`config.mk`:
```
export PLATFORM = sky130hd
export DESIGN_NAME = bitser_seq
export DESIGN_NICKNAME = d
export VERILOG_FILES = /design/src/rtl/bitser_seq.sv
export SDC_FILE = /design/constraint.sdc
export NUM_CORES = 1
export LEC_CHECK = 0
export BUFFER_PORTS_ARGS = -buffer_cell sky130_fd_sc_hd__buf_4
export CAP_MARGIN = 25
export CORE_AREA = 2 2 86 88
export CTS_CLUSTER_DIAMETER = 100
export CTS_CLUSTER_SIZE = 12
export DETAILED_ROUTE_END_ITERATION = 8
export DIE_AREA = 0 0 88 90
export GPL_TIMING_DRIVEN = 1
export PLACE_DENSITY = 0.55
export SYNTH_ARGS = -nofsm -noshare
export SYNTH_HDL_FRONTEND = slang
export SYNTH_SLANG_ARGS = --single-unit
```
`constraint.sdc`:
```
create_clock -name clk -period 2.2 [get_ports clk]
set_input_delay 0.22 -clock clk [delete_from_list [all_inputs] [get_ports clk]]
set_output_delay 0.22 -clock clk [all_outputs]
set_load 0.005 [all_outputs]
```
`src/rtl/bitser_seq.sv`:
```
// Bit-serial instruction sequencer: accepts one 16-bit instruction and steps the datapath one bit per cycle.
// Latency: ALU ops take 11 cycles accept-to-accept (DECODE, 8x EXEC, WB); OUT takes 3; NOP and reserved take 2.
// Backpressure: instr_ready is high only in IDLE; instr_valid while busy or halted is dropped, not queued.
module bitser_seq (
  input  logic        clk,
  input  logic        rst,
  input  logic        instr_valid,
  input  logic [3:0]  opcode,
  input  logic [11:0] operand,
  output logic        instr_ready,
  output logic        shift_en,
  output logic [2:0]  bit_idx,
  output logic [2:0]  alu_op,
  output logic [1:0]  rs_sel,
  output logic [1:0]  rd_sel,
  output logic        imm_bit,
  output logic        carry_init,
  output logic        wb_en,
  output logic        out_load,
  output logic        busy,
  output logic        halted,
  output logic        illegal,
  output logic [7:0]  retired
);

  typedef enum logic [2:0] {
    S_IDLE,
    S_DECODE,
    S_EXEC,
    S_WB,
    S_HALT
  } state_t;

  localparam logic [3:0] OP_NOP  = 4'd0;
  localparam logic [3:0] OP_SUB  = 4'd2;
  localparam logic [3:0] OP_MOV  = 4'd7;
  localparam logic [3:0] OP_OUT  = 4'd8;
  localparam logic [3:0] OP_HALT = 4'd15;

  state_t      state;
  logic [3:0]  op_q;
  logic [11:0] opd_q;
  logic [7:0]  imm8;

  // Immediate field of the latched instruction; used bit by bit during EXEC.
  assign imm8 = opd_q[11:4];

  // Sequencer FSM; every output is a flop updated together with the state.
  always_ff @(posedge clk) begin
    if (rst) begin
      state       <= S_IDLE;
      op_q        <= 4'd0;
      opd_q       <= 12'd0;
      instr_ready <= 1'b1;
      shift_en    <= 1'b0;
      bit_idx     <= 3'd0;
      alu_op      <= 3'd0;
      rs_sel      <= 2'd0;
      rd_sel      <= 2'd0;
      imm_bit     <= 1'b0;
      carry_init  <= 1'b0;
      wb_en       <= 1'b0;
      out_load    <= 1'b0;
      busy        <= 1'b0;
      halted      <= 1'b0;
      illegal     <= 1'b0;
      retired     <= 8'd0;
    end else begin
      // Commit strobes are single-cycle unless re-armed below.
      wb_en    <= 1'b0;
      out_load <= 1'b0;
      case (state)
        S_IDLE: begin
          if (instr_valid && instr_ready) begin
            op_q        <= opcode;
            opd_q       <= operand;
            state       <= S_DECODE;
            instr_ready <= 1'b0;
            busy        <= 1'b1;
          end
        end
        S_DECODE: begin
          if (op_q >= 4'd1 && op_q <= OP_MOV) begin
            // MOV reuses PASS_RS (0); ADD..LDI map straight onto alu_op 1..6.
            alu_op     <= (op_q == OP_MOV) ? 3'd0 : op_q[2:0];
            rs_sel     <= opd_q[3:2];
            rd_sel     <= opd_q[1:0];
            bit_idx    <= 3'd0;
            shift_en   <= 1'b1;
            imm_bit    <= opd_q[4];
            carry_init <= (op_q == OP_SUB);
            state      <= S_EXEC;
          end else if (op_q == OP_OUT) begin
            // OUT needs no shifting: point rd at the register to copy and commit.
            rd_sel   <= opd_q[1:0];
            out_load <= 1'b1;
            state    <= S_WB;
          end else if (op_q == OP_HALT) begin
            busy   <= 1'b0;
            halted <= 1'b1;
            state  <= S_HALT;
          end else begin
            // NOP and reserved opcodes retire immediately; reserved ones flag illegal.
            if (op_q != OP_NOP) illegal <= 1'b1;
            retired     <= retired + 8'd1;
            instr_ready <= 1'b1;
            busy        <= 1'b0;
            state       <= S_IDLE;
          end
        end
        S_EXEC: begin
          if (bit_idx == 3'd7) begin
            shift_en   <= 1'b0;
            imm_bit    <= 1'b0;
            carry_init <= 1'b0;
            bit_idx    <= 3'd0;
            wb_en      <= 1'b1;
            state      <= S_WB;
          end else begin
            bit_idx <= bit_idx + 3'd1;
            imm_bit <= imm8[bit_idx + 3'd1];
          end
        end
        S_WB: begin
          retired     <= retired + 8'd1;
          instr_ready <= 1'b1;
          busy        <= 1'b0;
          state       <= S_IDLE;
        end
        S_HALT: begin
          state <= S_HALT;
        end
        default: begin
          instr_ready <= 1'b1;
          busy        <= 1'b0;
          state       <= S_IDLE;
        end
      endcase
    end
  end

endmodule

```
==> Implementation_results.wiki <==
{| class="wikitable"
! Metric !! Value
|-
| Critical Path Sink Type || flop
|-
| Post-DRT Antenna Nets || 0
|-
| Final standard cell count with taps included and fillers excluded || 372
|-
| Type of the worst setup path || reg2reg
|-
| Largest fanout of any net on the critical path || 15
|-
| Global-route wire length before repair || between 7 and 8 mm
|-
| Final core utilization || 0.359
|-
| # nets final || roughly 290
|-
| Count of endpoints failing hold in the final timing report || 0
|-
| Accumulated negative setup slack || 0 ns
|-
| Antenna violations before repair || 0
|-
| Upper clock frequency limit || 520 MHz
|-
| Routing usage on met2 || 0.183
|-
| Hold Worst Slack || 0.151 ns
|-
| Layout Area Growth over Synthesis || 24.8%
|-
| Starting density of the core || 0.288
|-
| Largest net degree at the start of global routing || 48
|-
| Fraction of final layout cells with drive strength greater than 1 || 0.242
|-
| Unrepaired setup endpoints after global routing || false
|-
| Root buffer selected by CTS || sky130_fd_sc_hd__clkbuf_8
|-
| Post-detailed-route via-to-cell ratio || between 4 and 5
|-
| Clk slew on worst S/H paths || approximately 0.090 ns
|-
| Total number of yosys warnings || 0
|-
| Post-CTS Setup Bufs || 0
|-
| Worst slew margin relative to its limit || 0.571
|-
| GRT Residual Overflow || 0
|-
| Maximum cell stage delay along the critical path || 0.55 ns
|-
| Clock latency of the later-clocked register in the worst-skew pair || about 0.30 ns
|-
| Violation count after the first detailed-route iteration || 71
|-
| Number of levels in the clock H-tree || 2
|-
| Max stage delay cell, worst path || sky130_fd_sc_hd__dfxtp_1
|-
| Maximum VDD drop || between 200 and 250 µV
|-
| Clock buffer count from CTS || 5
|-
| Least-Margin Pin Slew || 0.643 ns
|-
| Detail-routed net length per standard cell || 12.5 µm
|-
| Cell-by-cell trace of the critical path || and4bb_1 -> a21boi_2 -> nor4_1 -> mux2_1
|-
| Worst path setup slack after routing || 0.276 ns
|-
| Overall routed net length || roughly 4.7 mm
|-
| Number of buffers inserted by hold repair at cts || 0
|-
| Met1 usage || 0.163
|-
| Post-route DRC violation count || 0
|-
| Count of final setup violators || 0
|-
| Count of maximum capacitance violations || 0
|-
| Core region area || 7020 µm²
|-
| Maximum clock insertion buffer count || 2
|-
| Worst path required time || 2.39 ns
|-
| Nets in the synthesized netlist || 252
|-
| Placed wire-length estimate || 3.22 mm
|-
| Leak Pwr || between 0.9 and 1 nW
|-
| Type of the tightest min-delay check || in2reg
|-
| Share of flip-flops with an asynchronous set or reset || 0
|-
| Cells after DPL || ~360
|-
| Die area || 7920 µm²
|-
| Clock net sink count || 46
|-
| Sequential share of the synthesized area || 0.456
|-
| Overall Global Routing Usage || 0.120
|-
| Number of global-route vias before repair || approximately 1,600
|-
| Cell Area, Synth || 2020 µm²
|-
| Max-slew violation count || 0
|-
| Distinct cells, synth || 49
|-
| Count of port buffers added during placement || between 40 and 50
|-
| Time the final worst path needs with I/O delays and setup || 1.92 ns
|-
| Setup clock skew after layout || 0.00693 ns
|-
| Cell count after synthesis || 230
|-
| Number of vias in the routed layout || ~1,700
|-
| Data arrival time at the worst-slack endpoint || 2.11 ns
|-
| Count of flip-flops with a built-in enable after synthesis || 0
|-
| Synthesized area divided by synthesized cell count || 8.79 µm²
|-
| Placer Congestion || roughly 0.76
|-
| Number of top-level pins || 46
|-
| Gates resized, CTS repair || 0
|-
| First-pass iteration count of the detailed router || 4
|-
| Share of the clock period used by the worst path after layout || 0.875
|-
| Most utilized layer in the global route result || met2
|-
| Worst setup timing slack at the placement stage || 0.297 ns
|-
| Synthesized flop and latch total || 46
|-
| Vertical die dimension || 90 µm
|-
| Diodes inserted || 0
|-
| X dimension of the die || 88 µm
|-
| Pwr dens || 732 nW/µm²
|-
| Leading register cell type out of synthesis || sky130_fd_sc_hd__dfxtp_1
|-
| Clock tree from TritonCTS || done
|-
| Kind of start point of the critical path || flop
|-
| Outcome || completed
|-
| Site Rows || 31
|-
| Met3 global-route usage || 0.0358
|}
-- report_power, final --
group | leakage [nW] | switching (mW) | internal, mW
clock | 0.0452 | 0.297 | 0.225
sequential | 0.374 | 0.0651 | 0.893
combinational | 0.559 | 0.192 | 0.175
-- flip-flops by register name (all words and copies together) (netlist names), 2 cells and up --
signal / cells
rs_sel: 2
retired: 8
opd_q: 12
state: 3
bit_idx: 3
rd_sel: 2
op_q: 4
alu_op: 3
-- cell families after synthesis --
family / share of synthesized area
and+or+nand+nor: 0.253
AOI/OAI and AO/OA: 0.181
DFF: 0.456
buffers and inverters: 0.0396
muxes: 0.0477
adders and majority gates: 0.0186
xor gates and xnor gates: 0.00434
-- final timing paths --
kind	from	to	slack (ns)	cells past startpoint
min reg2reg	halted	halted	0.45	2
min	operand[8]	opd_q[8]	0.15	3
max	state[0]	retired[7]	0.28	4
max reg2reg	state[0]	retired[7]	0.28	4
-- layout make-up --
class / instances / area [µm²]
fill: 739 / 4500
multi-input combinational: 169 / 1020
sequential: 46 / 921
timing repair buffer: 49 / 368
tap: 99 / 124
clock buffer: 6 / 72.6
clock inverter: 2 / 13.8
inverter: 1 / 3.75
-- synth_stat cells (2+ instances only) --
cell / instances / share of area
sky130_fd_sc_hd__nand3_1: 6 / 0.015
sky130_fd_sc_hd__a21oi_1: 38 / 0.094
sky130_fd_sc_hd__nor3_1: 5 / 0.012
sky130_fd_sc_hd__mux2i_1: 4 / 0.020
sky130_fd_sc_hd__o21ai_0: 3 / 0.0074
sky130_fd_sc_hd__nor2b_1: 3 / 0.0093
sky130_fd_sc_hd__a31oi_1: 3 / 0.0093
sky130_fd_sc_hd__o31ai_1: 4 / 0.015
sky130_fd_sc_hd__nor2_1: 11 / 0.020
sky130_fd_sc_hd__ha_1: 3 / 0.019
sky130_fd_sc_hd__or3_1: 5 / 0.015
sky130_fd_sc_hd__nand2_1: 47 / 0.087
sky130_fd_sc_hd__mux4_2: 2 / 0.022
sky130_fd_sc_hd__or4_1: 4 / 0.015
sky130_fd_sc_hd__nand4_1: 2 / 0.0062
sky130_fd_sc_hd__or3b_1: 2 / 0.0087
sky130_fd_sc_hd__buf_6: 2 / 0.011
sky130_fd_sc_hd__buf_2: 4 / 0.0099
sky130_fd_sc_hd__clkbuf_1: 6 / 0.011
sky130_fd_sc_hd__nand3b_1: 2 / 0.0074
sky130_fd_sc_hd__dfxtp_1: 46 / 0.46
-- per-stage QoR --
| step | total power, mW | cell area, µm² |
|---|---|---|
| 6_report | 1.85 | 2520 |
| 5_1_grt | 1.96 | 2520 |
| 4_1_cts | 1.88 | 2520 |
| 3_5_place_dp | 1.35 | 2440 |
| 3_3_place_gp | 1.35 | 2440 |
| 2_1_floorplan | 1.22 | 2020 |
-- worst max-delay path, delay by kind of cell (launching register included) --
| kind | cells | cell delay, ns |
|---|---|---|
| AO/OA/AOI/OAI | 1 | 0.48 |
| flip-flops | 1 | 0.55 |
| multiplexers | 1 | 0.33 |
| AND/OR/NAND/NOR | 2 | 0.45 |
-- routing by layer --
layer / share of wire / up-vias
met2: 0.45 / 33
met4: 0.0058 / 0
met1: 0.49 / 783
li1: - / 902
met3: 0.051 / 3
met5: 0 / -
-- cells in the final DEF (no fill, tap or decap), types with 3 or more instances in the layout --
master | synthesis | layout
sky130_fd_sc_hd__buf_4 | 1 | 49
sky130_fd_sc_hd__nor3_1 | 5 | 5
sky130_fd_sc_hd__clkbuf_8 | 0 | 5
sky130_fd_sc_hd__o21ai_0 | 3 | 3
sky130_fd_sc_hd__a21oi_1 | 38 | 38
sky130_fd_sc_hd__or3_1 | 5 | 5
sky130_fd_sc_hd__or4_1 | 4 | 4
sky130_fd_sc_hd__nor2_1 | 11 | 11
sky130_fd_sc_hd__mux2i_1 | 4 | 4
sky130_fd_sc_hd__nand3_1 | 6 | 6
sky130_fd_sc_hd__ha_1 | 3 | 3
sky130_fd_sc_hd__a31oi_1 | 3 | 3
sky130_fd_sc_hd__o31ai_1 | 4 | 4
sky130_fd_sc_hd__nand2_1 | 47 | 47
sky130_fd_sc_hd__nor2b_1 | 3 | 3
sky130_fd_sc_hd__dfxtp_1 | 46 | 46
(Power assumes the default switching activity.)
